**src/rtl/win_line_scanner.sv**
```systemverilog
// Sequential win-line scanner for an N x N board: one start cell per cycle,
// all four directions checked in parallel, sticky result flags plus first-hit capture.
module win_line_scanner #(
   parameter int N = 3,
   parameter int K = 3
) (
   input  logic                   clk,
   input  logic                   rst_n,
   input  logic                   start,
   input  logic [2*N*N-1:0]       board,
   output logic                   busy,
   output logic                   done,
   output logic                   win_x,
   output logic                   win_o,
   output logic                   draw,
   output logic                   err,
   output logic [$clog2(N*N)-1:0] win_cell,
   output logic [1:0]             win_dir
);

   localparam int NN = N * N;
   localparam int IW = $clog2(NN);
   localparam int RW = $clog2(N);

   typedef enum logic [1:0] {IDLE, SCAN, DONE} state_t;

   state_t          r_state;
   state_t          w_state_next;
   logic            w_busy;
   logic            w_done;

   logic [2*NN-1:0] r_board;
   logic [IW-1:0]   r_idx;
   logic [RW-1:0]   r_row;
   logic [RW-1:0]   r_col;
   logic            r_win_x;
   logic            r_win_o;
   logic            r_draw;
   logic            r_err;
   logic            r_not_full;
   logic [IW-1:0]   r_win_cell;
   logic [1:0]      r_win_dir;

   logic [3:0]      w_match_x;
   logic [3:0]      w_match_o;
   logic [3:0]      w_match;
   logic [1:0]      w_first_dir;
   logic [1:0]      w_code;
   logic            w_last;
   logic            w_col_last;
   logic            w_win_x_next;
   logic            w_win_o_next;
   logic            w_err_next;
   logic            w_not_full_next;

   // Cell 0 sits in the most significant pair of the board vector.
   function automatic logic [1:0] cell_code(input logic [2*NN-1:0] b, input int pos);
      logic [2*NN-1:0] s;
      s = b >> (2 * (NN - 1 - pos));
      return s[1:0];
   endfunction

   // Direction gi: 0 right, 1 down, 2 down-right, 3 down-left.
   generate
      for (genvar gi = 0; gi < 4; gi++) begin : g_dir
         localparam int DR   = (gi == 0) ? 0 : 1;
         localparam int DC   = (gi == 1) ? 0 : ((gi == 3) ? -1 : 1);
         localparam int STEP = DR * N + DC;

         logic w_mx;
         logic w_mo;

         always_comb begin
            int         row_end;
            int         col_end;
            int         pos;
            logic [1:0] code;
            row_end = int'(r_row) + DR * (K - 1);
            col_end = int'(r_col) + DC * (K - 1);
            w_mx    = (row_end < N) && (col_end >= 0) && (col_end < N);
            w_mo    = w_mx;
            for (int k = 0; k < K; k++) begin
               pos = int'(r_idx) + k * STEP;
               // Off-board positions are already rejected above; clamp keeps the shift legal.
               if (pos > NN - 1) pos = NN - 1;
               code = cell_code(r_board, pos);
               if (code != 2'b01) w_mx = 1'b0;
               if (code != 2'b10) w_mo = 1'b0;
            end
         end

         assign w_match_x[gi] = w_mx;
         assign w_match_o[gi] = w_mo;
      end
   endgenerate

   assign w_match    = w_match_x | w_match_o;
   assign w_code     = cell_code(r_board, int'(r_idx));
   assign w_last     = (r_idx == IW'(NN - 1));
   assign w_col_last = (r_col == RW'(N - 1));

   assign w_win_x_next    = r_win_x | (|w_match_x);
   assign w_win_o_next    = r_win_o | (|w_match_o);
   assign w_err_next      = r_err | (w_code == 2'b11);
   assign w_not_full_next = r_not_full | (w_code == 2'b00);

   always_comb begin
      w_first_dir = 2'd3;
      if (w_match[2]) w_first_dir = 2'd2;
      if (w_match[1]) w_first_dir = 2'd1;
      if (w_match[0]) w_first_dir = 2'd0;
   end

   always_comb begin
      w_state_next = r_state;
      w_busy       = 1'b0;
      w_done       = 1'b0;
      case (r_state)
         IDLE: if (start) w_state_next = SCAN;
         SCAN: begin
            w_busy = 1'b1;
            if (w_last) w_state_next = DONE;
         end
         DONE: begin
            w_done       = 1'b1;
            w_state_next = IDLE;
         end
         default: w_state_next = IDLE;
      endcase
   end

   always_ff @(posedge clk) begin
      if (!rst_n) begin
         r_state    <= IDLE;
         r_board    <= '0;
         r_idx      <= '0;
         r_row      <= '0;
         r_col      <= '0;
         r_win_x    <= 1'b0;
         r_win_o    <= 1'b0;
         r_draw     <= 1'b0;
         r_err      <= 1'b0;
         r_not_full <= 1'b0;
         r_win_cell <= '0;
         r_win_dir  <= '0;
      end else begin
         r_state <= w_state_next;
         case (r_state)
            IDLE: begin
               if (start) begin
                  r_board    <= board;
                  r_idx      <= '0;
                  r_row      <= '0;
                  r_col      <= '0;
                  r_win_x    <= 1'b0;
                  r_win_o    <= 1'b0;
                  r_draw     <= 1'b0;
                  r_err      <= 1'b0;
                  r_not_full <= 1'b0;
                  r_win_cell <= '0;
                  r_win_dir  <= '0;
               end
            end
            SCAN: begin
               r_win_x    <= w_win_x_next;
               r_win_o    <= w_win_o_next;
               r_err      <= w_err_next;
               r_not_full <= w_not_full_next;
               // Only the first line in scan order is reported.
               if (!r_win_x && !r_win_o && (|w_match)) begin
                  r_win_cell <= r_idx;
                  r_win_dir  <= w_first_dir;
               end
               if (w_last)
                  r_draw <= !(w_win_x_next | w_win_o_next | w_err_next | w_not_full_next);
               r_idx <= r_idx + IW'(1);
               if (w_col_last) begin
                  r_col <= '0;
                  r_row <= r_row + RW'(1);
               end else begin
                  r_col <= r_col + RW'(1);
               end
            end
            default: ;
         endcase
      end
   end

   assign busy     = w_busy;
   assign done     = w_done;
   assign win_x    = r_win_x;
   assign win_o    = r_win_o;
   assign draw     = r_draw;
   assign err      = r_err;
   assign win_cell = r_win_cell;
   assign win_dir  = r_win_dir;

endmodule

```
**config.mk**
```make
export PLATFORM = sky130hd
export DESIGN_NAME = win_line_scanner
export DESIGN_NICKNAME = d
export VERILOG_FILES = /design/src/rtl/win_line_scanner.sv
export SDC_FILE = /design/constraint.sdc
export NUM_CORES = 1
export LEC_CHECK = 0
export CAP_MARGIN = 15
export CORE_UTILIZATION = 40
export CTS_CLUSTER_SIZE = 25
export DETAILED_ROUTE_END_ITERATION = 10
export SLEW_MARGIN = 20
export SYNTH_ARGS = -nofsm -noshare
export SYNTH_HDL_FRONTEND = slang
export SYNTH_SLANG_ARGS = --single-unit
```
**constraint.sdc**
```tcl
create_clock -name clk -period 4.2 [get_ports clk]
set_clock_uncertainty 0.15 [all_clocks]
set_input_delay 0.84 -clock clk [delete_from_list [all_inputs] [get_ports clk]]
set_output_delay 0.84 -clock clk [all_outputs]
set_load 0.01 [all_outputs]
```
==> results of run 1 <==
-- registers in the layout, indices dropped and copies added, names as in the netlist --
| register | count |
|---|---|
| win_o | 1 |
| win_cell | 4 |
| err | 1 |
| r_idx | 4 |
| r_state | 2 |
| win_x | 1 |
| r_col | 2 |
| draw | 1 |
| r_not_full | 1 |
| r_board | 18 |
| r_row | 2 |
| win_dir | 2 |
-- cells in the final DEF (no fill, tap or decap), types with 13 or more instances in the layout --
cell             synthesis  routed
buf_4                    1      35
nor2b_1                 17      15
inv_1                   19      17
nand2_1                 80      80
ha_1                    29      23
a21oi_1                 14      13
nor2_1                  25      25
clkdlybuf4s50_1          0      32
a21boi_0                24      24
o21ai_0                 15      15
nand3_1                 15      15
mux4_2                  27      27
dfxtp_1                 39      38
-- what timing repair did --
item | 4_1_cts | 5_1_grt
endpoints found under the hold margin | 0 | 0
setup endpoints to repair | 4 | 9
buffers inserted | 0 | 0
resized for setup | 1 | 22
pin swaps | 0 | 3
-- cell usage after synthesis, types with 4 or more instances --
master / n / area share, %
nand2_1: 80 / 6.8
ha_1: 29 / 8.3
nor3b_1: 8 / 1.4
nand4_1: 5 / 0.71
o2bb2ai_1: 5 / 1.0
clkbuf_1: 16 / 1.4
nand3b_1: 7 / 1.2
nor2_1: 25 / 2.1
and3_1: 8 / 1.1
nor4_1: 6 / 0.85
a21o_1: 4 / 0.68
xor2_1: 6 / 1.2
nor2b_1: 17 / 2.4
mux2_2: 5 / 1.3
o21ai_1: 6 / 0.68
nor3_1: 13 / 1.5
o21ai_0: 15 / 1.7
a31oi_1: 4 / 0.57
and2_1: 8 / 1.1
xnor2_1: 11 / 2.2
nand3_1: 15 / 1.7
dfxtp_1: 39 / 18
a21oi_1: 14 / 1.6
a21boi_0: 24 / 4.1
buf_2: 7 / 0.80
mux4_2: 27 / 14
o211ai_1: 10 / 1.7
o21a_1: 5 / 0.85
a22oi_1: 7 / 1.2
mux2i_1: 10 / 2.3
nand2b_1: 8 / 1.1
o21bai_1: 4 / 0.68
inv_1: 19 / 1.6
-- worst reg2reg max path, cell delays in order, from the launching register on --
cell and delay (ns):
dfxtp_2 0.34, inv_2 0.11, ha_1 0.21, nand2b_1 0.14
nand2_1 0.15, nand2_1 0.09, ha_1 0.39, mux4_2 0.36
nand2_1 0.05, mux2_2 0.28, a211o_1 0.37, or4_1 0.41
or4_1 0.42, nand3_1 0.15, o22ai_2 0.14, mux2i_1 0.15
-- routing by layer --
layer  up-vias  GRT usage, %  routed length, um
met3        33          2.92                743
met2       152          41.7               6570
li1       2072             -                  -
met4         0          10.4                413
met1      2131          32.1               5850
met5         -             0                  0
-- path summary, 6_finish.rpt --
path	start	endpoint	slack, ns	cells past startpoint
setup / recovery	r_idx[1]	win_dir[1]	0.19	15
hold reg to reg	win_dir[0]	win_dir[0]	0.32	2
setup reg to reg	r_idx[1]	win_dir[1]	0.19	15
hold / removal	win_dir[0]	win_dir[0]	0.32	2
-- stage by stage --
| stage | cells | instance area (um2) | total power, mW | TNS [ns] | hold WS [ns] |
|---|---|---|---|---|---|
| floorplan | 531 | 4420 | 0.659 | 0 | 0.288 |
| global placement | 708 | 5080 | 0.768 | 0 | 0.301 |
| detailed placement | 708 | 5080 | 0.778 | 0 | 0.309 |
| CTS | 716 | 5220 | 1.16 | 0 | 0.320 |
| global route | 716 | 5310 | 1.22 | -0.299 | 0.336 |
| finish | 716 | 5310 | 1.17 | 0 | 0.316 |
-- layout make-up --
cell class | instances | area (um2) | area share [%]
Tap cell | 136 | 170 | 3.20
Sequential cell | 39 | 782 | 14.7
Clock inverter | 2 | 60.1 | 1.13
Clock buffer | 6 | 72.6 | 1.37
Timing Repair Buffer | 69 | 623 | 11.7
Inverter | 19 | 71.3 | 1.34
Multi-Input combinational cell | 445 | 3530 | 66.5
-- power by group through the flow --
stage	clock network, mW	registers, mW	logic [mW]
after floorplan	0	0.411	0.248
after global placement	0	0.425	0.342
after detailed placement	0	0.428	0.350
after CTS	0.393	0.419	0.352
after global routing	0.408	0.422	0.390
final	0.388	0.420	0.358
-- kinds of logic after synthesis --
family          count (synthesis)
fa+ha+maj                      29
other cells                     1
compound gates                128
xor+xnor                       18
simple gates                  222
buf+inv                        47
mux                            42
flops                          39
==> flow_metrics.env, run 1 <==
export IMPL_hold_viol_final=0
export IMPL_muxShareOfSynthArea_pct=17.4
export IMPL_worst_path_max_fanout=6
export IMPL_switching_share_pct=31.7
export IMPL_area_delta_synth_final_pct=20.8
export IMPL_wl_per_cell_um=19.0
export IMPL_tritoncts="yes"
export IMPL_drive_gt1_share_pct=19.5
export IMPL_viasPerCell=6.13
export IMPL_slew_headroom_pct=59.0
export IMPL_ys_flop_type="dfxtp_1"
export IMPL_vdd_drop_max_uv=140
export IMPL_status="completed"
export IMPL_max_cap_violations=0
export IMPL_critPathArrivalTime_ns=4.05
export IMPL_cts_hold_buf=0
export IMPL_p_leak_nw=1.97
export IMPL_clk_pin_slew_ns=0.08
export IMPL_ant_nets=0
export IMPL_initial_core_util_pct=41.8
export IMPL_synth_simple_gate_area_share_pct=26.3
export IMPL_max_stage_delay_ns=0.42
export IMPL_synth_seq_cells=39
export IMPL_power_density_mw_per_mm2=219
export IMPL_syn_area_per_cell_um2=8.35
export IMPL_cp_num_buf_inv=1
export IMPL_netlist_area_mm2=0.00439
export IMPL_nets=629
export IMPL_path_delay_family="simple AND/OR/NAND/NOR gates"
export IMPL_period_needed_ns=4.01
export IMPL_fin_util_pct=50.5
export IMPL_internal_power_uw=796
export IMPL_clock_power_share_pct=33.3
export IMPL_synth_edf_count=0
export IMPL_die_y_um=107
export IMPL_antenna_found_initial=0
export IMPL_firstDrtPassIters=5
export IMPL_cp_cell_sequence="inv_2 -> ha_1 -> nand2b_1 -> nand2_1 -> nand2_1 -> ha_1 -> mux4_2 -> nand2_1 -> mux2_2 -> a211o_1 -> or4_1 -> or4_1 -> nand3_1 -> o22ai_2 -> mux2i_1"
export IMPL_slew_viol_final=0
export IMPL_dr_total_vias=4388
export IMPL_n_antenna_cell=0
export IMPL_setup_slack_ns=0.186
export IMPL_worstSetupPathType="flip-flop to flip-flop"
export IMPL_fp_row_count=37
export IMPL_clock_fmax_ghz=0.249
export IMPL_cts_buffers=5
export IMPL_cts_buffer_depth=2
export IMPL_root_buffer="clkbuf_8"
export IMPL_ys_warn_count=0
export IMPL_gr_total_overflow=0
export IMPL_fillCellCount=1029
export IMPL_p_switching_uw=369
export IMPL_tightest_slew_ns=0.613
export IMPL_cp_common_cell="nand2_1"
export IMPL_synth_top_family_by_area="simple AND/OR/NAND/NOR gates"
export IMPL_preCtsSetupSlack_ns=0.0191
export IMPL_ys_async_sr_fraction_pct=0
export IMPL_cp_slowest_cell="or4_1"
export IMPL_required_ns=4.24
export IMPL_netlist_instances=526
export IMPL_grt_use_total_pct=24.8
export IMPL_dieArea_mm2=0.0114
export IMPL_combPwrFrac_pct=30.7
export IMPL_post_dp_hpwl_um=10400
export IMPL_seq_area_frac_synth_pct=17.8
export IMPL_synth_xor_area_share_pct=4.01
export IMPL_globalplace_congestion=0.988
export IMPL_htree_levels=2
export IMPL_drc=0
export IMPL_setup_viol=0
export IMPL_fin_crit_sh_pct=95.6
export IMPL_p_seq_share_pct=36.1
export IMPL_grt_max_degree=37
export IMPL_drt_total_wl_um=13600
export IMPL_synthAdderAreaFrac_pct=8.26
export IMPL_io_pins=33
export IMPL_grt_pass1_wl_um=22200
export IMPL_synth_compound_area_share_pct=21.7
export IMPL_clk_insertion_delay_late_ns=0.30
export IMPL_die_x_um=107
export IMPL_first_global_vias=4317
export IMPL_io_buffers=32
export IMPL_ys_types=68
export IMPL_fp_coreArea_mm2=0.0105
export IMPL_min_path_type="flip-flop to flip-flop"
export IMPL_drt_iter0_drc=250
export IMPL_numClockSinks=39
export IMPL_worstSetupStartpointType="flip-flop"
export IMPL_end_kind="flip-flop"
Note: power is estimated with default switching activity, not from simulation.
==> run 2: changes to the inputs <==
--- a/constraint.sdc
+++ b/constraint.sdc
@@ -3,3 +3,3 @@
 set_input_delay 0.84 -clock clk [delete_from_list [all_inputs] [get_ports clk]]
 set_output_delay 0.84 -clock clk [all_outputs]
-set_load 0.01 [all_outputs]
+set_load 0.02 [all_outputs]
==> results of run 2 <==
Same layout as run 1 (identical final DEF). Status: completed.
==> run 3: changes to the inputs <==
Settings changed: CORE_UTILIZATION 40 to 29.
==> flow_metrics.env, run 3 (synthesis results as in run 1) <==
export IMPL_firstDrtPassIters=7
export IMPL_fin_area_mm2=0.00553
export IMPL_whs_ns=0.328
export IMPL_drt_total_wl_um=14000
export IMPL_top_usage_layer="met2"
export IMPL_final_common_cell="nand2_1"
export IMPL_critPathArrivalTime_ns=4.02
export IMPL_setup_viol=0
export IMPL_viasPerCell=5.69
export IMPL_worstSetupStartpointType="flip-flop"
export IMPL_worstSetupPathType="flip-flop to flip-flop"
export IMPL_nets=640
export IMPL_initial_core_util_pct=30.0
export IMPL_cts_buffers=5
export IMPL_hold_viol_final=0
export IMPL_clk_pin_slew_ns=0.06
export IMPL_grtUsageMet3_pct=2.01
export IMPL_slew_headroom_pct=35.9
export IMPL_power_density_mw_per_mm2=224
export IMPL_globalplace_congestion=0.944
export IMPL_cts_buffer_depth=2
export IMPL_worst_path_max_fanout=10
export IMPL_reg2reg_depth=21
export IMPL_drive_gt1_share_pct=21.5
export IMPL_r2r_setup_slack_ns=0.21
export IMPL_drc=0
export IMPL_max_flop_register="r_board"
export IMPL_status="completed"
export IMPL_io_buffers=32
export IMPL_drt_iter0_drc=386
export IMPL_r2r_start="r_idx[1]"
export IMPL_period_needed_ns=3.99
export IMPL_die_x_um=125
export IMPL_required_ns=4.23
export IMPL_dr_total_vias=4410
export IMPL_p_leak_nw=2.06
export IMPL_root_buffer="clkbuf_16"
export IMPL_tritoncts="yes"
export IMPL_die_y_um=125
export IMPL_vdd_drop_max_uv=300
export IMPL_rsz0062_at_grt="true"
export IMPL_hold_path_startpoint="win_dir[1]"
export IMPL_end_kind="flip-flop"
export IMPL_grt_use_total_pct=18.0
export IMPL_grt_use_met2_pct=31.0
export IMPL_preCtsSetupSlack_ns=-0.0364
export IMPL_final_cells=775
export IMPL_clk_insertion_delay_late_ns=0.29
export IMPL_holdPathEnd="win_dir[1]"
export IMPL_final_cell_mix="80 x nand2_1, 46 x buf_4, 38 x dfxtp_1, 32 x clkdlybuf4s50_1, 27 x mux4_2"
export IMPL_ant_nets=0
export IMPL_r2r_end="win_cell[0]"
export IMPL_area_delta_synth_final_pct=25.7
export IMPL_dp_cells=766
export IMPL_fp_coreArea_mm2=0.0146
export IMPL_fin_crit_sh_pct=95.0
export IMPL_grt_pass1_wl_um=22800
export IMPL_clock_fmax_ghz=0.251
export IMPL_n_antenna_cell=0
export IMPL_setup_slack_ns=0.209
export IMPL_use_met1_pct=23.0
export IMPL_fp_row_count=44
export IMPL_wl_per_cell_um=18.1
export IMPL_min_path_type="flip-flop to flip-flop"
export IMPL_io_pins=33
export IMPL_fin_util_pct=37.7
export IMPL_max_cap_violations=0
export IMPL_grt_max_degree=37
export IMPL_numClockSinks=39
export IMPL_htree_levels=2
export IMPL_place_area_mm2=0.00521
export IMPL_tightest_slew_ns=0.959
export IMPL_post_dp_hpwl_um=10700
export IMPL_first_global_vias=4387
export IMPL_fillCellCount=1503
export IMPL_slew_viol_final=0
export IMPL_cts_hold_buf=0
export IMPL_dieArea_mm2=0.0156
export IMPL_total_power_mw=1.24
export IMPL_gr_total_overflow=0
export IMPL_fin_setup_tns_ns=0
export IMPL_whs_path_depth=2
export IMPL_largest_reg_flops=18
export IMPL_antenna_found_initial=0
## run 3: changes by cell type in the layout (fill, tap and decap cells not counted), moves of 2 or more
cell / previous run / this run
clkbuf_8: 5 / 0
o21ai_0: 15 / 13
clkbuf_16: 0 / 5
nor2b_2: 2 / 0
o21ai_4: 0 / 2
buf_4: 35 / 46
## run 3: area by class of cell
class	count	area, um2	share of cell area [%]
multi-input cells	445	3570	64.7
flip-flops and latches	39	785	14.2
repair buffers	80	697	12.6
well taps	184	230	4.17
clock buffers	5	125	2.26
inverters	19	71.3	1.29
clock inverters	3	43.8	0.793
## run 3: timing repair
item | CTS | global route
setup endpoints to repair | 4 | 9
resized for setup | 2 | 33
pin swaps | 0 | 6
buffers inserted | 0 | 1
## run 3: worst max path at each step
stage | to | start
2_1_floorplan | win_dir[0] | r_idx[1]
3_3_place_gp | win_cell[0] | r_idx[2]
3_5_place_dp | win_cell[0] | r_idx[2]
4_1_cts | win_cell[0] | r_idx[1]
5_1_grt | win_cell[0] | r_idx[1]
6_report | win_cell[0] | r_idx[1]
## run 3: metal layers
layer / up-vias / wire (um)
met5: - / 0
met4: 0 / 524
met3: 36 / 781
met2: 162 / 6620
met1: 2135 / 6110
li1: 2077 / -
## run 3: worst max-delay path: stages, from the launching register on
cell       delay (ns)
dfxtp_1          0.32
buf_6            0.15
buf_4            0.17
ha_1             0.19
buf_4            0.16
nand2_1          0.10
nand2_1          0.06
nand3_1          0.08
ha_1             0.16
o21bai_1         0.12
ha_1             0.24
nor2b_1          0.15
o211ai_1         0.13
nor4b_2          0.28
buf_4            0.16
and3b_1          0.18
o21bai_2         0.15
nand3_1          0.12
o311ai_2         0.34
buf_4            0.22
o21ai_4          0.08
o2bb2ai_1        0.16
## run 3: power breakdown
group / internal [mW] / switching, mW / leakage, nW
Clock: 0.281 / 0.168 / 0.0838
Sequential: 0.385 / 0.0381 / 0.319
Combinational: 0.178 / 0.186 / 1.66
Total: 0.843 / 0.393 / 2.06
